<file path="src/rtl/key_event_gen.sv">
// key_event_gen: decodes PS/2 scan-code bytes into press/release events for one key
module key_event_gen #(
  parameter logic [8:0] KEY_CODE       = 9'h029,
  parameter int         TIMEOUT_CYCLES = 50000,
  parameter int         COUNT_BITS     = 8
) (
  input  logic                  clk,
  input  logic                  resetN,
  input  logic [7:0]            din,
  input  logic                  din_valid,
  output logic                  keyPressed,
  output logic                  rise,
  output logic                  fall,
  output logic [COUNT_BITS-1:0] press_count,
  output logic                  seq_error
);
  localparam int TW = $clog2(TIMEOUT_CYCLES + 1);
  // bit0 marks an E0 prefix, bit1 marks an F0 prefix
  localparam logic [1:0] IDLE     = 2'b00;
  localparam logic [1:0] GOT_E0   = 2'b01;
  localparam logic [1:0] GOT_F0   = 2'b10;
  localparam logic [1:0] GOT_E0F0 = 2'b11;
  logic [1:0]            state_q, state_d;
  logic [TW-1:0]         tmr_q, tmr_d;
  logic [COUNT_BITS-1:0] cnt_q, cnt_d;
  logic                  key_q, key_d, rise_q, rise_d, fall_q, fall_d, err_q, err_d;
  logic                  is_e0, is_f0, byte_c, hit, timeout;
  // prefix decoding, key matching, timeout supervision and next output values
  always_comb begin
    is_e0   = din == 8'hE0;
    is_f0   = din == 8'hF0;
    byte_c  = din_valid && !is_e0 && !is_f0;
    hit     = byte_c && ({state_q[0], din} == KEY_CODE);
    timeout = !din_valid && state_q != IDLE && tmr_q == TW'(TIMEOUT_CYCLES - 1);
    state_d = !din_valid ? (timeout ? IDLE : state_q) :
              is_e0 ? GOT_E0 : is_f0 ? {1'b1, state_q[0]} : IDLE;
    tmr_d   = (din_valid || state_q == IDLE || timeout) ? '0 : tmr_q + TW'(1);
    rise_d  = hit && !state_q[1] && !key_q;
    fall_d  = hit && state_q[1] && key_q;
    key_d   = key_q ? !fall_d : rise_d;
    cnt_d   = cnt_q + COUNT_BITS'(rise_d);
    err_d   = timeout;
  end
  // state and registered outputs; reset drops any partial prefix and releases the key
  always_ff @(posedge clk or negedge resetN) begin
    if (!resetN) begin
      state_q <= IDLE;
      tmr_q   <= '0;
      cnt_q   <= '0;
      key_q   <= 1'b0;
      rise_q  <= 1'b0;
      fall_q  <= 1'b0;
      err_q   <= 1'b0;
    end else begin
      state_q <= state_d;
      tmr_q   <= tmr_d;
      cnt_q   <= cnt_d;
      key_q   <= key_d;
      rise_q  <= rise_d;
      fall_q  <= fall_d;
      err_q   <= err_d;
    end
  end
  assign keyPressed  = key_q;
  assign rise        = rise_q;
  assign fall        = fall_q;
  assign press_count = cnt_q;
  assign seq_error   = err_q;
endmodule

</file>
<file path="config.mk">
export PLATFORM = sky130hd
export DESIGN_NAME = key_event_gen
export DESIGN_NICKNAME = d
export VERILOG_FILES = /design/src/rtl/key_event_gen.sv
export SDC_FILE = /design/constraint.sdc
export NUM_CORES = 1
export LEC_CHECK = 0
export CAP_MARGIN = 20
export CORE_MARGIN = 2
export CORE_UTILIZATION = 47
export CTS_BUF_LIST = sky130_fd_sc_hd__clkbuf_16
export DETAILED_ROUTE_END_ITERATION = 8
export GPL_TIMING_DRIVEN = 0
export PLACE_DENSITY = 0.75
export SLEW_MARGIN = 40
export SYNTH_ARGS = -nofsm -noshare
export SYNTH_HDL_FRONTEND = slang
export SYNTH_SLANG_ARGS = --single-unit
export TNS_END_PERCENT = 50
</file>
<file path="constraint.sdc">
create_clock -name clk -period 2.1 [get_ports clk]
set_clock_uncertainty 0.05 [all_clocks]
set_input_delay 0.42 -clock clk [delete_from_list [all_inputs] [get_ports clk]]
set_output_delay 0.42 -clock clk [all_outputs]
set_load 0.02 [all_outputs]
</file>
; ---- Yosys cells after proc, flatten, opt, wreduce, memory -nomap -nowiden
; Index checks and enable logic that the tools add are counted.
[word_totals]
reg_bits = 30
latchBits = 0
ramBits = 0
rom_bits = 0
in_bits = 11
out_inout_bits = 12
elab_cells = 42
mem_count = 0
[classes]
add_sub_neg = 2
mul = 0
div = 0
magnitude_cmp = 0
n_eq_ne = 5
n_shift = 0
muxes = 6
bitwise_logic = 0
n_reduce_logical = 21
[ops]
columns = op, count
row1 = $add 16x1->16 const B, 1
row2 = $eq 16x16->1 const B, 1
row3 = $eq 8x8->1 const B, 2
row4 = $mux 16, 1
row5 = $eq 9x6->1 const B, 1
row6 = $logic_and 1x1->1, 9
row7 = $add 8x1->8, 1
row8 = $mux 2, 4
row9 = $logic_not 1->1, 6
row10 = $reduce_bool 2->1, 2
row11 = $ne 3x3->1 const B, 1
row12 = $logic_not 2->1, 1
row13 = $logic_or 1x1->1, 2
row14 = $reduce_and 2->1, 1
row15 = $mux 1, 1

; ---- Depth between registers and ports, before layout
[depth]
word_depth = 9
ltp_mapped = 9
ltp_nobuf = 9

; ---- Worst setup path before layout
; No wires, ideal clock.
[synth_timing]
kind = input to register
from = input din[2]
to = register cnt_q[7], in the netlist press_count[7]
setup_ns = 0.128
t_arrival_ns = 2.211
t_required_ns = 1.922
slack_ns = -0.290
stages = 8
n_path_buf = 0
cell_sequence = nand4bb_1 > or4_1 > nor3_1 > ha_1 > and3_1 > nand3_1 > or2_2 > xnor2_1
[synth_between]
elab_chain_len = 8
elab_cells_between_ends = 11
classes_between = 1 x add/sub / 3 x eq/ne / 7 x reduce/logical
[synth_lines]
columns = item, line_no
row1 = start: declaration, 9  ; input logic [7:0] din,
row2 = $eq 8x8->1, 30  ; is_e0 = din == 8'hE0;
row3 = $logic_not 1->1, 32  ; byte_c = din_valid && !is_e0 && !is_f0;
row4 = $logic_and 1x1->1 (2 in series), 32
row5 = $logic_and 1x1->1 *, 33  ; hit = byte_c && ({state_q[0], din} == KEY_CODE);
row6 = $logic_and 1x1->1 * (2 in series), 38  ; rise_d = hit && !state_q[1] && !key_q;
row7 = via rise_d, 26  ; logic key_q, key_d, rise_q, rise_d, fall_q, fall_d, err_q, err_d;
row8 = $add 8x1->8 *, 41  ; cnt_d = cnt_q + COUNT_BITS'(rise_d);
row9 = via cnt_d[7], 25  ; logic [COUNT_BITS-1:0] cnt_q, cnt_d;
row10 = end signal: assignment, 57  ; cnt_q <= cnt_d;
row11 = end: declaration, 25
; The timed path passes the listed nets; every way through them passes the cells marked *.
; A chain may end at the register's enable or synchronous reset.

; ---- Final worst setup path
[layout_timing]
from = register state_q[0]
to = register cnt_q[7], in the netlist press_count[7]
[layout_between]
elab_chain_len = 5
[layout_lines]
columns = item, line_no
row1 = start: declaration, 23  ; logic [1:0] state_q, state_d;
row2 = start signal: assignment, 55  ; state_q <= state_d;
row3 = $eq 9x6->1, 33
row4 = $logic_and 1x1->1, 33
row5 = $logic_and 1x1->1 (2 in series), 38
row6 = via rise_d, 26
row7 = $add 8x1->8, 41
row8 = via cnt_d[7], 25
; The timed path passes the listed nets, and every way through them passes these cells.

==> results.yml <==
logic_synthesis:
  synthCells: 129
  synthXorXnorAreaFrac: 0.119
  syn-cell-area_um2: 1400
  synth_edf_count: 0
  synthMuxAreaShare: 0.00717
  yosysWarnings: 0
  syn-num-nets: 143
  ys_async_sr_fraction: 1.00
  yosysTopAreaCellShare: 0.538
  synth-simple-area-share: 0.258
  ys_ff_latch: 30
  synthAdderAreaFrac: 0.0269
  synth_top_family_by_area: "simple AND/OR/NAND/NOR gates"
  yosys-top-cells-area: "dfrtp_1 54%, xnor2_1 6.3%, xor2_1 5.6%, nor2_1 5.4%, nand4_1 3.1%"
  synth.largest_area_cell: "dfrtp_1"
  ys.flop_type: "dfrtp_1"
  ys_seq_area_frac: 0.538
  avgSynthCellArea_um2: 10.8
  synth_compound_area_frac: 0.0314
  yosysUniqueCellTypes: 33
global_routing:
  antenna_found_initial: 0
  overflow: 0
  grt_usage: 0.205
  grt_pass1_wl_um: 5020
  grt_pass1_vias: 1099
  grt_max_degree: 31
finish:
  finalNonFillerCells: 195
  final_cell_mix: "30 x dfrtp_1, 19 x nor2_1, 12 x clkdlybuf4s50_1"
  drive_gt1_frac: 0.220
  area_growth_pct: 32.5
  insertedDiodeCount: 0
  mostFrequentLayoutCell: "dfrtp_1"
  nNetsFinal: 177
clocking:
  clk_path_buf_depth: 2
  clkTransAtPathRegs_ns: 0.05
  insertion_delay_ns: 0.27
  cts_max_level: 2
  clock_sinks: 30
  root_buffer: "clkbuf_16"
  cts_tree: "done"
  numCtsBuffers: 5
placement:
  dp.cells: 182
  dp_hpwl_um: 1900
  gp_congestion: 0.866
  portBuffers: 22
  dp_slack_ns: -0.774
sta:
  finalCriticalPeriod_ns: 2.08
  fin_ws_ns: 0.0163
  worst_pin_slew_ns: 0.648
  finalCritPeriodShare: 0.992
  finalMaxSlewViolations: 0
  finalHoldViolCount: 0
  slew-limit-headroom: 0.568
  holdWs_ns: 0.120
  grt_setup_unrepaired: "true"
  setup_viol_count_final: 0
  fmax_ghz: 0.480
critical_path:
  required_ns: 2.21
  crit_type: "flop to flop"
  crit_chain: "or4_4, nor3_4, ha_2, and3_4, nand3_2, or2_4, xnor2_2"
  end_kind: "flop"
  startpoint_type: "flop"
  crit_fanout: 3
  max_stage_delay_ns: 0.54
  critPathTopFamily: "simple AND/OR/NAND/NOR gates"
  cp_num_buf_inv: 0
  critPathSlowestCell: "or4_4"
  arrival_ns: 2.19
floorplanning:
  top_level_ports: 23
  start_util: 0.502
  fp.dieH_um: 58.5
  die_x_um: 58.5
  fp.dieArea_um2: 3420
  core-area_um2: 2780
  fp-row-count: 19
power:
  p_per_area_nw_per_um2: 686
  p_leak_nw: 0.800
  ir_worst_vdd_mv: 0.669
routing:
  route.detailed.drc: 0
  ant_nets: 0
  post_drt_wl_per_cell_um: 14.2
  vias: 1076
  via_per_inst: 5.52
  wl_um: 2770
  drt_pass1_iterations: 6
  drt_iter0_markers: 23
run:
  max_cap_violations: 0
status:
  outcome: "finished, final reports clean"
min_path:
  hp-class: "input port to async pin"
-- logic make-up (layout without fill, tap and decap cells) --
group	Yosys count	count (layout)
xor+xnor	19	19
fa+ha+maj	3	3
buf+inv	6	41
flops	30	30
compound gates	6	6
mux	1	1
simple gates	64	64
-- area by class of cell --
type,instances,area (um^2)
clock inverters,3,12.5
flip-flops and latches,30,751
fillers,238,931
repair buffers,27,235
well taps,31,38.8
multi-input cells,93,661
inverters,4,15.0
plain buffers,2,12.5
clock buffers,5,125
-- repair_timing --
action,CTS,global route
hold buffers,0,0
buffers inserted,4,1
setup endpoints to repair,7,4
resized for setup,32,4
pin swaps,8,3
-- per-stage QoR --
stage          area, um^2  power, mW  setup TNS (ns)  utilization
2_1_floorplan        1410      0.594          -0.224            -
3_3_place_gp         1660      0.625           -3.11        0.598
3_5_place_dp         1660      0.625           -3.62        0.596
4_1_cts              1840       1.28         -0.0372        0.661
5_1_grt              1850       1.31         -0.0876        0.665
6_report             1850       1.27               0        0.665
-- where the power goes --
part	internal, mW	switching (mW)	total (mW)
registers	0.580	0.000318	0.580
logic	0.0132	0.0171	0.0302
clock network	0.426	0.233	0.659
total	1.02	0.250	1.27
-- path summary, 6_finish.rpt --
| path | cells after the start | end | slack, ns | start |
|---|---|---|---|---|
| max | 7 | press_count[7]$_DFF_PN0_ | 0.02 | state_q[0]$_DFFE_PN0P_ |
| min | 1 | press_count[5]$_DFF_PN0_ | 0.12 | resetN |
| max reg2reg | 7 | press_count[7]$_DFF_PN0_ | 0.02 | state_q[0]$_DFFE_PN0P_ |
| min reg2reg | 1 | press_count[7]$_DFF_PN0_ | 0.43 | press_count[7]$_DFF_PN0_ |
| max in group asynchronous | 1 | tmr_q[11]$_DFF_PN0_ | 1.46 | resetN |
| min in group clk | 1 | press_count[7]$_DFF_PN0_ | 0.43 | press_count[7]$_DFF_PN0_ |
-- worst reg2reg max path, stage by stage (launching register included) --
cell	delay (ns)
dfrtp_1	0.38
or4_4	0.54
nor3_4	0.14
ha_2	0.22
and3_4	0.19
nand3_2	0.08
or2_4	0.25
xnor2_2	0.13
-- sequential cells by signal, summed over array words and instances (netlist names), named ones only --
name         cells
press_count      8
fall             1
state_q          2
rise             1
tmr_q           16
seq_error        1
-- synthesized netlist by cell type (2+ instances only) --
library cell  number
inv_1              4
and3_1             3
nand2_1            7
nand4_1            7
or4_1              2
nor2_1            20
and4_2             2
dfrtp_1           30
xnor2_1           10
or2_2              2
nand3_1            7
nor4_1             3
nor3_1             2
ha_1               3
xor2_1             9
-- routing by layer --
metal	up-vias	global-route usage	part of all wire
li1	518	-	-
met1	516	0.234	0.43
met2	33	0.337	0.50
met3	9	0.0725	0.046
met4	0	0.110	0.027
met5	-	0	0
Power figures use the tool's default switching activity.
